$ cat src/rtl/debug_state_serial_tx_pkg.sv
// Shared types and helpers for the debug-state serial transmitter.
package debug_state_serial_tx_pkg;

  typedef enum logic [1:0] {
    IDLE,
    SHIFT,
    LATCH,
    GAP
  } state_e;

  localparam int FRAME_BITS = 33;

  function automatic logic even_par(input logic [31:0] d);
    return ^d;
  endfunction

endpackage

$ cat src/rtl/debug_tx_bit_timer.sv
// Half-period counter producing one-cycle oSClk rise/fall ticks.
module debug_tx_bit_timer #(
  parameter int HALF_PER = 4
) (
  input  logic iClk,
  input  logic iRst,
  input  logic iEn,
  input  logic iRestart,
  output logic oFall,
  output logic oRise
);

  localparam int PER = 2 * HALF_PER;
  localparam int CW  = $clog2(PER);
  localparam logic [CW-1:0] RISE_AT = CW'(HALF_PER - 1);
  localparam logic [CW-1:0] LAST    = CW'(PER - 1);

  logic [CW-1:0] cnt_q, cnt_d;

  always_ff @(posedge iClk or posedge iRst) begin
    if (iRst) cnt_q <= '0;
    else      cnt_q <= cnt_d;
  end

  always_comb begin
    cnt_d = cnt_q;
    if (iRestart)
      cnt_d = '0;
    else if (iEn)
      cnt_d = (cnt_q == LAST) ? '0 : cnt_q + 1'b1;
  end

  assign oRise = iEn && !iRestart && (cnt_q == RISE_AT);
  assign oFall = iEn && !iRestart && (cnt_q == LAST);

endmodule

$ cat src/rtl/debug_state_serial_tx.sv
// Snapshots current/previous debug state and shifts it out with even
// parity over a clock/data/load link.
module debug_state_serial_tx
  import debug_state_serial_tx_pkg::*;
#(
  parameter int HALF_PER    = 4,
  parameter int GAP_BITS    = 8,
  parameter int CLR_ON_SEND = 0
) (
  input  logic        iClk,
  input  logic        iRst,
  input  logic [15:0] iCurrState,
  input  logic [15:0] iPrevState,
  input  logic        iSendReq,
  input  logic        iAutoEn,
  output logic        oSClk,
  output logic        oSData,
  output logic        oSLoad,
  output logic        oBusy,
  output logic        oClear
);

  localparam int GTOT = GAP_BITS * 2 * HALF_PER;
  localparam int GW   = (GTOT > 0) ? $clog2(GTOT + 1) : 1;
  localparam logic [5:0] LAST_BIT = 6'(FRAME_BITS - 1);
  localparam logic [GW-1:0] GAP_LOAD = GW'(GTOT - 1);

  state_e                  state_q, state_d;
  logic [FRAME_BITS-1:0]   sh_q, sh_d;
  logic [5:0]              bit_q, bit_d;
  logic [GW-1:0]           gap_q, gap_d;
  logic [15:0]             last_q, last_d;
  logic                    sclk_q, sclk_d;
  logic                    pend_q, pend_d;
  logic                    clr_q, clr_d;
  logic                    trig;
  logic                    tm_en, tm_fall, tm_rise;

  assign tm_en = (state_q == SHIFT) || (state_q == LATCH);

  debug_tx_bit_timer #(
    .HALF_PER(HALF_PER)
  ) u_timer (
    .iClk    (iClk),
    .iRst    (iRst),
    .iEn     (tm_en),
    .iRestart(trig),
    .oFall   (tm_fall),
    .oRise   (tm_rise)
  );

  always_ff @(posedge iClk or posedge iRst) begin
    if (iRst) begin
      state_q <= IDLE;
      sh_q    <= '0;
      bit_q   <= '0;
      gap_q   <= '0;
      last_q  <= '0;
      sclk_q  <= 1'b0;
      pend_q  <= 1'b0;
      clr_q   <= 1'b0;
    end else begin
      state_q <= state_d;
      sh_q    <= sh_d;
      bit_q   <= bit_d;
      gap_q   <= gap_d;
      last_q  <= last_d;
      sclk_q  <= sclk_d;
      pend_q  <= pend_d;
      clr_q   <= clr_d;
    end
  end

  always_comb begin
    state_d = state_q;
    sh_d    = sh_q;
    bit_d   = bit_q;
    gap_d   = gap_q;
    last_d  = last_q;
    sclk_d  = sclk_q;
    pend_d  = pend_q;
    clr_d   = 1'b0;
    trig    = 1'b0;
    unique case (state_q)
      IDLE: begin
        if (pend_q || iSendReq ||
            (iAutoEn && (iCurrState != last_q))) begin
          trig    = 1'b1;
          state_d = SHIFT;
          sh_d    = {iCurrState, iPrevState,
                     even_par({iCurrState, iPrevState})};
          last_d  = iCurrState;
          pend_d  = 1'b0;
          bit_d   = '0;
          sclk_d  = 1'b0;
          clr_d   = (CLR_ON_SEND != 0);
        end
      end
      SHIFT: begin
        if (tm_rise) sclk_d = 1'b1;
        if (tm_fall) begin
          sclk_d = 1'b0;
          if (bit_q == LAST_BIT) begin
            state_d = LATCH;
          end else begin
            bit_d = bit_q + 6'd1;
            sh_d  = {sh_q[FRAME_BITS-2:0], 1'b0};
          end
        end
      end
      LATCH: begin
        if (tm_fall) begin
          if (GTOT == 0) begin
            state_d = IDLE;
          end else begin
            state_d = GAP;
            gap_d   = GAP_LOAD;
          end
        end
      end
      GAP: begin
        if (gap_q == '0) state_d = IDLE;
        else             gap_d   = gap_q - 1'b1;
      end
      default: state_d = IDLE;
    endcase
    // Requests during a frame merge into a single pending slot.
    if ((state_q != IDLE) && iSendReq) pend_d = 1'b1;
  end

  assign oSClk  = sclk_q;
  assign oSData = (state_q == SHIFT) ? sh_q[FRAME_BITS-1] : 1'b0;
  assign oSLoad = (state_q == LATCH);
  assign oBusy  = (state_q != IDLE);
  assign oClear = clr_q;

endmodule

$ cat config.mk
export PLATFORM = sky130hd
export DESIGN_NAME = debug_state_serial_tx
export DESIGN_NICKNAME = d
export VERILOG_FILES = /design/src/rtl/debug_state_serial_tx_pkg.sv /design/src/rtl/debug_tx_bit_timer.sv /design/src/rtl/debug_state_serial_tx.sv
export SDC_FILE = /design/constraint.sdc
export NUM_CORES = 1
export LEC_CHECK = 0
export ABC_AREA = 1
export CORE_UTILIZATION = 40
export CTS_CLUSTER_DIAMETER = 120
export CTS_CLUSTER_SIZE = 28
export DETAILED_ROUTE_END_ITERATION = 7
export GPL_TIMING_DRIVEN = 1
export PLACE_DENSITY_LB_ADDON = 0.2
export SLEW_MARGIN = 20
export SYNTH_ARGS = -nofsm -noshare
export SYNTH_HDL_FRONTEND = slang
export SYNTH_SLANG_ARGS = --single-unit
$ cat constraint.sdc
create_clock -name iClk -period 3.55 [get_ports iClk]
set_input_delay 0.355 -clock iClk [delete_from_list [all_inputs] [get_ports iClk]]
set_output_delay 0.355 -clock iClk [all_outputs]
set_load 0.005 [all_outputs]
# Word level (Yosys, flattened, before mapping)
# Cells that the tools add are included.
dict set report word_totals {
  ff_bits 69
  input_bits 36
  out_inout_bits 5
  wordCells 79
}
dict set report op_classes {
  addsub 3
  eq_ne 15
  n_mux 29
  n_reduce_logical 24
}
# operator count
set ops {}
lappend ops {{$mux 33} 3}
lappend ops {{$pmux 33 s2} 1}
lappend ops {{$reduce_xor 32->1} 1}
lappend ops {{$mux 6} 3}
lappend ops {{$ne 16x16->1} 1}
lappend ops {{$mux 7} 2}
lappend ops {{$pmux 7 s2} 1}
lappend ops {{$pmux 6 s2} 1}
lappend ops {{$reduce_bool 2->1} 6}
lappend ops {{$mux 2} 5}
lappend ops {{$ne 2x2->1 const B} 5}
lappend ops {{$mux 3} 3}
lappend ops {{$mux 1} 8}
lappend ops {{$pmux 2 s4} 1}
lappend ops {{$logic_not 7->1} 1}
lappend ops {{$sub 7x1->7 const B} 1}
lappend ops {{$add 6x1->6 const B} 1}
lappend ops {{$eq 6x6->1 const B} 1}
lappend ops {{$reduce_and 3->1} 2}
lappend ops {{$logic_and 1x1->1} 5}
lappend ops {{$reduce_and 5->1} 1}
lappend ops {{$eq 2x2->1 const B} 2}
lappend ops {{$ne 2x1->1 const B} 2}
lappend ops {{$reduce_and 2->1} 2}
lappend ops {{10 further kinds} 12}

# Logic depth before layout (Yosys ltp)
dict set report logic_depth {
  depth_word 11
  mapped_depth 16
  ltp_nobuf 15
}

# Modules after synthesis
# A second synthesis with hierarchy kept.
dict set report unflattened {
  hier_cells 685
  area_unflattened_um2 4360.4
}
# mod n_inst cells_each area_each_um2 seq_area_each_um2
set modules_own_cells {}
lappend modules_own_cells {debug_state_serial_tx 1 656 4159.0 1651.6}
lappend modules_own_cells {debug_tx_bit_timer 1 29 201.4 75.1}

# Worst setup path after synthesis
# OpenSTA, ideal clock, no wires.
dict set report synth_timing {
  path_type {reg-to-reg}
  start {register state_q[0]}
  end {register gap_q[4]}
  setup_ns 0.129
  arrival_time_ns 1.595
  required_ns 3.421
  slack_ns 1.826
  path_stages_with_launch 11
  period_less_slack_ns 1.724
  path_cell_list {dfrtp_1 inv_1 ha_1 nand2_1 inv_1 o21ai_0 inv_1 nand3_1 nor2_1 nand2_1 nand3_1}
}
dict set report synth_between {
  elab_chain_cells 7
  word_cells_on_any_way 14
}
# item line_no
set synth_lines {}
lappend synth_lines {{start, declared} debug_state_serial_tx.sv:28} ;# state_e state_q, state_d;
lappend synth_lines {{start signal, assigned} debug_state_serial_tx.sv:63} ;# state_q <= state_d;
lappend synth_lines {{$logic_not 2->1} debug_state_serial_tx.sv:84} ;# unique case (state_q)
lappend synth_lines {{$mux 1} debug_state_serial_tx.sv:84}
lappend synth_lines {{$logic_not 1->1} debug_tx_bit_timer.sv:34} ;# assign oFall = iEn && !iRestart && (cnt_q == LAST);
lappend synth_lines {{$logic_and 1x1->1 (2 in a row)} debug_tx_bit_timer.sv:34}
lappend synth_lines {{$ne 2x1->1 (no line)} -}
lappend synth_lines {{$reduce_and 3->1 (no line)} -}
lappend synth_lines {{end signal, assigned} debug_state_serial_tx.sv:66} ;# gap_q <= gap_d;
lappend synth_lines {{end, declared} debug_state_serial_tx.sv:31} ;# logic [GW-1:0] gap_q, gap_d;
# Several ways; a longest one is shown, not always the timed one.
# A chain may end at the register's enable or synchronous reset.

# Worst setup path after layout
dict set report layout_timing {
  start {register state_q[1]}
  end {output oSData}
}
dict set report layout_between {
  elab_chain_cells 2
}
# item line_no
set layout_lines {}
lappend layout_lines {{$eq 2x1->1} debug_state_serial_tx.sv:132} ;# assign oSData = (state_q == SHIFT) ? sh_q[FRAME_BITS-1] : 1'b0;
lappend layout_lines {{$mux 1} debug_state_serial_tx.sv:132}
lappend layout_lines {{end, declared} debug_state_serial_tx.sv:17} ;# output logic oSData,
# No other way between the ends.

==> impl.org <==
** Outcome
- The flow ran to the end, and the final reports show no timing, DRC or antenna violations.

** Global routing
- Total global routing overflow :: 0
- Number of global-route vias before repair :: around 3,300
- The initial antenna violation count is 0.
- Wire length of the first global-routing pass :: around 15 mm
- Entering global routing, the biggest net connects 70 pins.
- In the global route stage, overall resource usage came out at 0.1667.

** Die
- Measured along the y axis, the die boundary spans ~110 um.
- Overall die width :: ~110 um
- Initial core utilization :: 0.4090
- Core area :: 10,840 um2
- Area enclosed by the die boundary :: 11,510 um2
- For this design the top-level I/O count stands at 41.
- # rows :: 38

** Timing
- For this run, the top clock speed supported by timing is between 0.4 and 0.5 GHz.
- Setup violations remaining at the end of the flow were counted as 0.
- Max Slew Vio Count :: 0
- Accumulated negative setup slack :: 0 ns
- Slew @ Worst Pin :: between 0.8 and 0.9 ns
- Setup repair after global routing missed its margin :: false
- In this run the tightest slew margin relative to its limit is 0.4219.
- Counting I/O delays and the setup requirement, the final critical path takes approximately 2.3 ns.
- Worst setup skew after layout :: between 0.009 and 0.01 ns
- Of the available clock period, the critical path in the final layout requires 0.6575.
- Final hold violation count :: 0

** CTS
- Hold repair after CTS inserted 0 buffers.
- In this run the post-CTS setup repair buffer count came out at 0.
- CTS buffer count :: 9
- Counting every sink on the clock net gives slightly below 70.
- After clock tree synthesis, the repair step resized 0 gates.
- Counting along the longest clock path gives a buffer depth of 2.
- Post-CTS clock slew at the launch and capture registers of the worst setup and hold paths :: 0.07 ns
- Skew-Pair Late Insertion Delay :: about 0.34 ns
- The clock tree synthesis step divided the H-tree into 3 levels.
- TritonCTS built the clock tree.
- The tree is rooted in a clkbuf_8.

** Power and ir drop
- Cell internal power was estimated by the tool at ~2.2 mW.
- Of the total power, the share spent switching nets is 0.4190.
- The share of total power dissipated in sequential elements is 0.365.
- Of the total power, combinational logic draws 0.453.
- In this run the power spent charging and discharging nets is about 1.6 mW.
- For this design the static power due to leakage is 2.596 nW.
- Share of power burned in the clock network :: 0.182
- Ratio of total power to cell area :: between 700 and 800 nW/um2
- Peak supply drop :: 296.2 uV

** Final layout
- Across the whole layout, storage elements account for around 1700 um2.
- In the layout the commonest cells are 254 x nand2_1, 69 x o21ai_0, 69 x dfrtp_1.
- Excluding fillers, the count of instances in the completed layout stands at 800.
- Total Nets Final :: ~700
- For this run, the share of the core covered by cells in the final layout is 0.4665.
- Share of cells above drive strength 1 :: 0.05909
- The library cell used most frequently in the layout, excluding fill and tap cells, is nand2_1.
- From synthesis to final layout, the design area changed by 14.05%.
- The layout has about 1,100 filler cells.
- Total area of multi-input combinational cells :: around 2300 um2
- The number of antenna diodes in the final layout is 0.

** Logic synthesis
- A synthesized cell averages 7.106 um2.
- Seq/Total Area, Yosys :: 0.3894
- In the synthesized netlist the dominant register cell turns out to be dfrtp_1.
- Warnings from Yosys :: 0
- Summed instance area of the synthesized netlist :: 4434 um2
- Async set or reset register ratio after synthesis :: 1.000
- Synthesis inferred 69 register bits.
- Count of mapped cells out of synthesis :: approximately 620
- Number of enable-type register cells in the synthesized netlist :: 0
- Nets in the synthesized netlist :: between 600 and 700
- Count of distinct cell types in the synthesized netlist :: 32

** Job
- Maximum Capacitance Violations :: 0

** Routing
- Initial DRC Count :: between 150 and 200
- Post-detailed-routing wire length :: between 8 and 9 mm
- Dividing the detail-routed via count by the number of cells gives ~4.7.
- # DRC :: 0
- For this run, the detailed router's first-pass iteration total came to 4.
- Average wire length per cell after detail routing :: 11.12 um
- Via total after detailed routing :: ~3,700
- ANT nets after route :: 0

** Hold path
- For hold timing, the worst endpoint is sh_q[13]$_DFFE_PP0P_.
- Launch point of the worst hold path :: sh_q[13]$_DFFE_PP0P_
- Counting instances, the worst hold path has a depth of 2.
- Path type of the worst min-delay path :: register to register

** Setup path
- Type of the worst setup path :: register to output pin
- Highest cell delay on the worst timing path :: around 0.50 ns
- Number of cells on the worst reg-to-reg path :: 9
- The worst register-to-register path begins at state_q[1]$_DFFE_PP0P_.
- The signal on the critical path passes through inv_1, ha_1, buf_4, nand2_1, inv_1, clkdlybuf4s50_1.
- In this run the critical register-to-register path is captured at bit_q[3]$_DFFE_PP0P_.
- Reg2reg setup slack :: approximately 1.3 ns
- Type of origin of the critical path :: register
- Required time reported for the critical path endpoint :: 3.19 ns
- Nature of the critical path endpoint :: output pin
- The slowest stage of the critical path belongs to the cell clkdlybuf4s50_1.
- Data arrives at the worst endpoint at just under 2 ns.
- Maximum fanout count along the critical path :: 18
- Most numerous cell on the critical path :: inv_1

** Place
- Placed wire-length estimate after detailed placement :: roughly 6.4 mm
- Placed cell count :: roughly 780
- Routability Congestion :: roughly 0.73
- During placement, the flow inserted port buffers numbering 39.
==> power groups by stage <==
| stage | clock, mW | sequential (mW) | combinational, mW |
|---|---|---|---|
| 2_1_floorplan | 0 | 1.32 | 1.49 |
| 3_3_place_gp | 0 | 1.37 | 1.66 |
| 3_5_place_dp | 0 | 1.38 | 1.71 |
| 4_1_cts | 0.703 | 1.37 | 1.73 |
| 5_1_grt | 0.732 | 1.41 | 1.99 |
| 6_report | 0.684 | 1.37 | 1.70 |
==> worst max path at each step <==
| stage | slack, ns | from | depth (start not counted) | to |
|---|---|---|---|---|
| 3_5_place_dp | 0.87 | iCurrState[15] | 14 | sh_q[26]$_DFFE_PP0P_ |
| 2_1_floorplan | 1.46 | iRst | 1 | bit_q[0]$_DFFE_PP0P_ |
| 6_report | 1.22 | state_q[1]$_DFFE_PP0P_ | 6 | oSData |
| 4_1_cts | 1.19 | state_q[1]$_DFFE_PP0P_ | 6 | oSData |
| 3_3_place_gp | 0.93 | iCurrState[12] | 13 | bit_q[5]$_DFFE_PP0P_ |
| 5_1_grt | 1.04 | iCurrState[15] | 14 | sh_q[26]$_DFFE_PP0P_ |
==> metal layers <==
| layer | share of wire | track usage |
|---|---|---|
| met1 | 0.49 | 0.2253 |
| met2 | 0.46 | 0.2673 |
| met4 | 0.012 | 0.06458 |
| met5 | 0 | 0 |
| met3 | 0.031 | 0.02663 |
==> registers in the layout, summed over array words and instances (netlist names) <==
name and cells:
state_q 2, bit_q 6, sh_q 33, oSClk 1, u_timer.cnt_q 3, last_q 16, gap_q 7, pend_q 1
==> cell families after synthesis <==
family                   share of synthesized area
multiplexers                               0.02483
other                                    0.0008457
AND/OR/NAND/NOR                             0.2889
XOR/XNOR                                   0.05333
adder cells (fa/ha/maj)                    0.03104
AO/OA/AOI/OAI                               0.1100
flip-flops                                  0.3894
buffers and inverters                       0.1016
==> layout make-up <==
| class | instances | share of cell area |
|---|---|---|
| clock buffers | 11 | 0.02598 |
| clock inverters | 5 | 0.01484 |
| inverters | 67 | 0.05072 |
| multi-input cells | 463 | 0.4463 |
| flip-flops and latches | 69 | 0.3414 |
| well taps | 140 | 0.03464 |
| repair buffers | 45 | 0.08610 |
==> Yosys cell counts (3+ instances only) <==
library cell | n | share of area
o21ai_2 | 6 | 0.012
o21ai_0 | 69 | 0.078
nand3_1 | 16 | 0.018
dfrtp_1 | 69 | 0.39
ha_1 | 11 | 0.031
buf_2 | 6 | 0.0068
o21ai_1 | 9 | 0.010
a21oi_1 | 6 | 0.0068
nor3_1 | 3 | 0.0034
inv_2 | 4 | 0.0034
buf_4 | 7 | 0.012
xor2_1 | 16 | 0.032
nand2_1 | 254 | 0.22
nor2_1 | 37 | 0.031
inv_1 | 61 | 0.052
buf_12 | 3 | 0.014
mux2i_1 | 11 | 0.025
clkbuf_1 | 3 | 0.0025
xnor2_1 | 11 | 0.022
nand2_2 | 4 | 0.0056
==> per-stage QoR <==
stage	worst slack (ns)	area [um2]	power, mW	hold slack [ns]
after CTS	1.186	5057	3.799	0.4860
after detailed placement	0.8704	4851	3.091	0.4680
after global routing	1.038	5057	4.136	0.5001
after global placement	0.9289	4851	3.032	0.4621
final	1.216	5057	3.755	0.4821
after floorplan	1.455	4434	2.812	0.4479
==> critical path: cells and delay by family (launching register included) <==
kind / cells / cell delay [ns]
buffers and inverters: 4 / 0.94
flip-flops: 1 / 0.43
adder cells (fa/ha/maj): 1 / 0.14
AND/OR/NAND/NOR: 1 / 0.12
No activity file was read; power rests on OpenSTA's default activity.
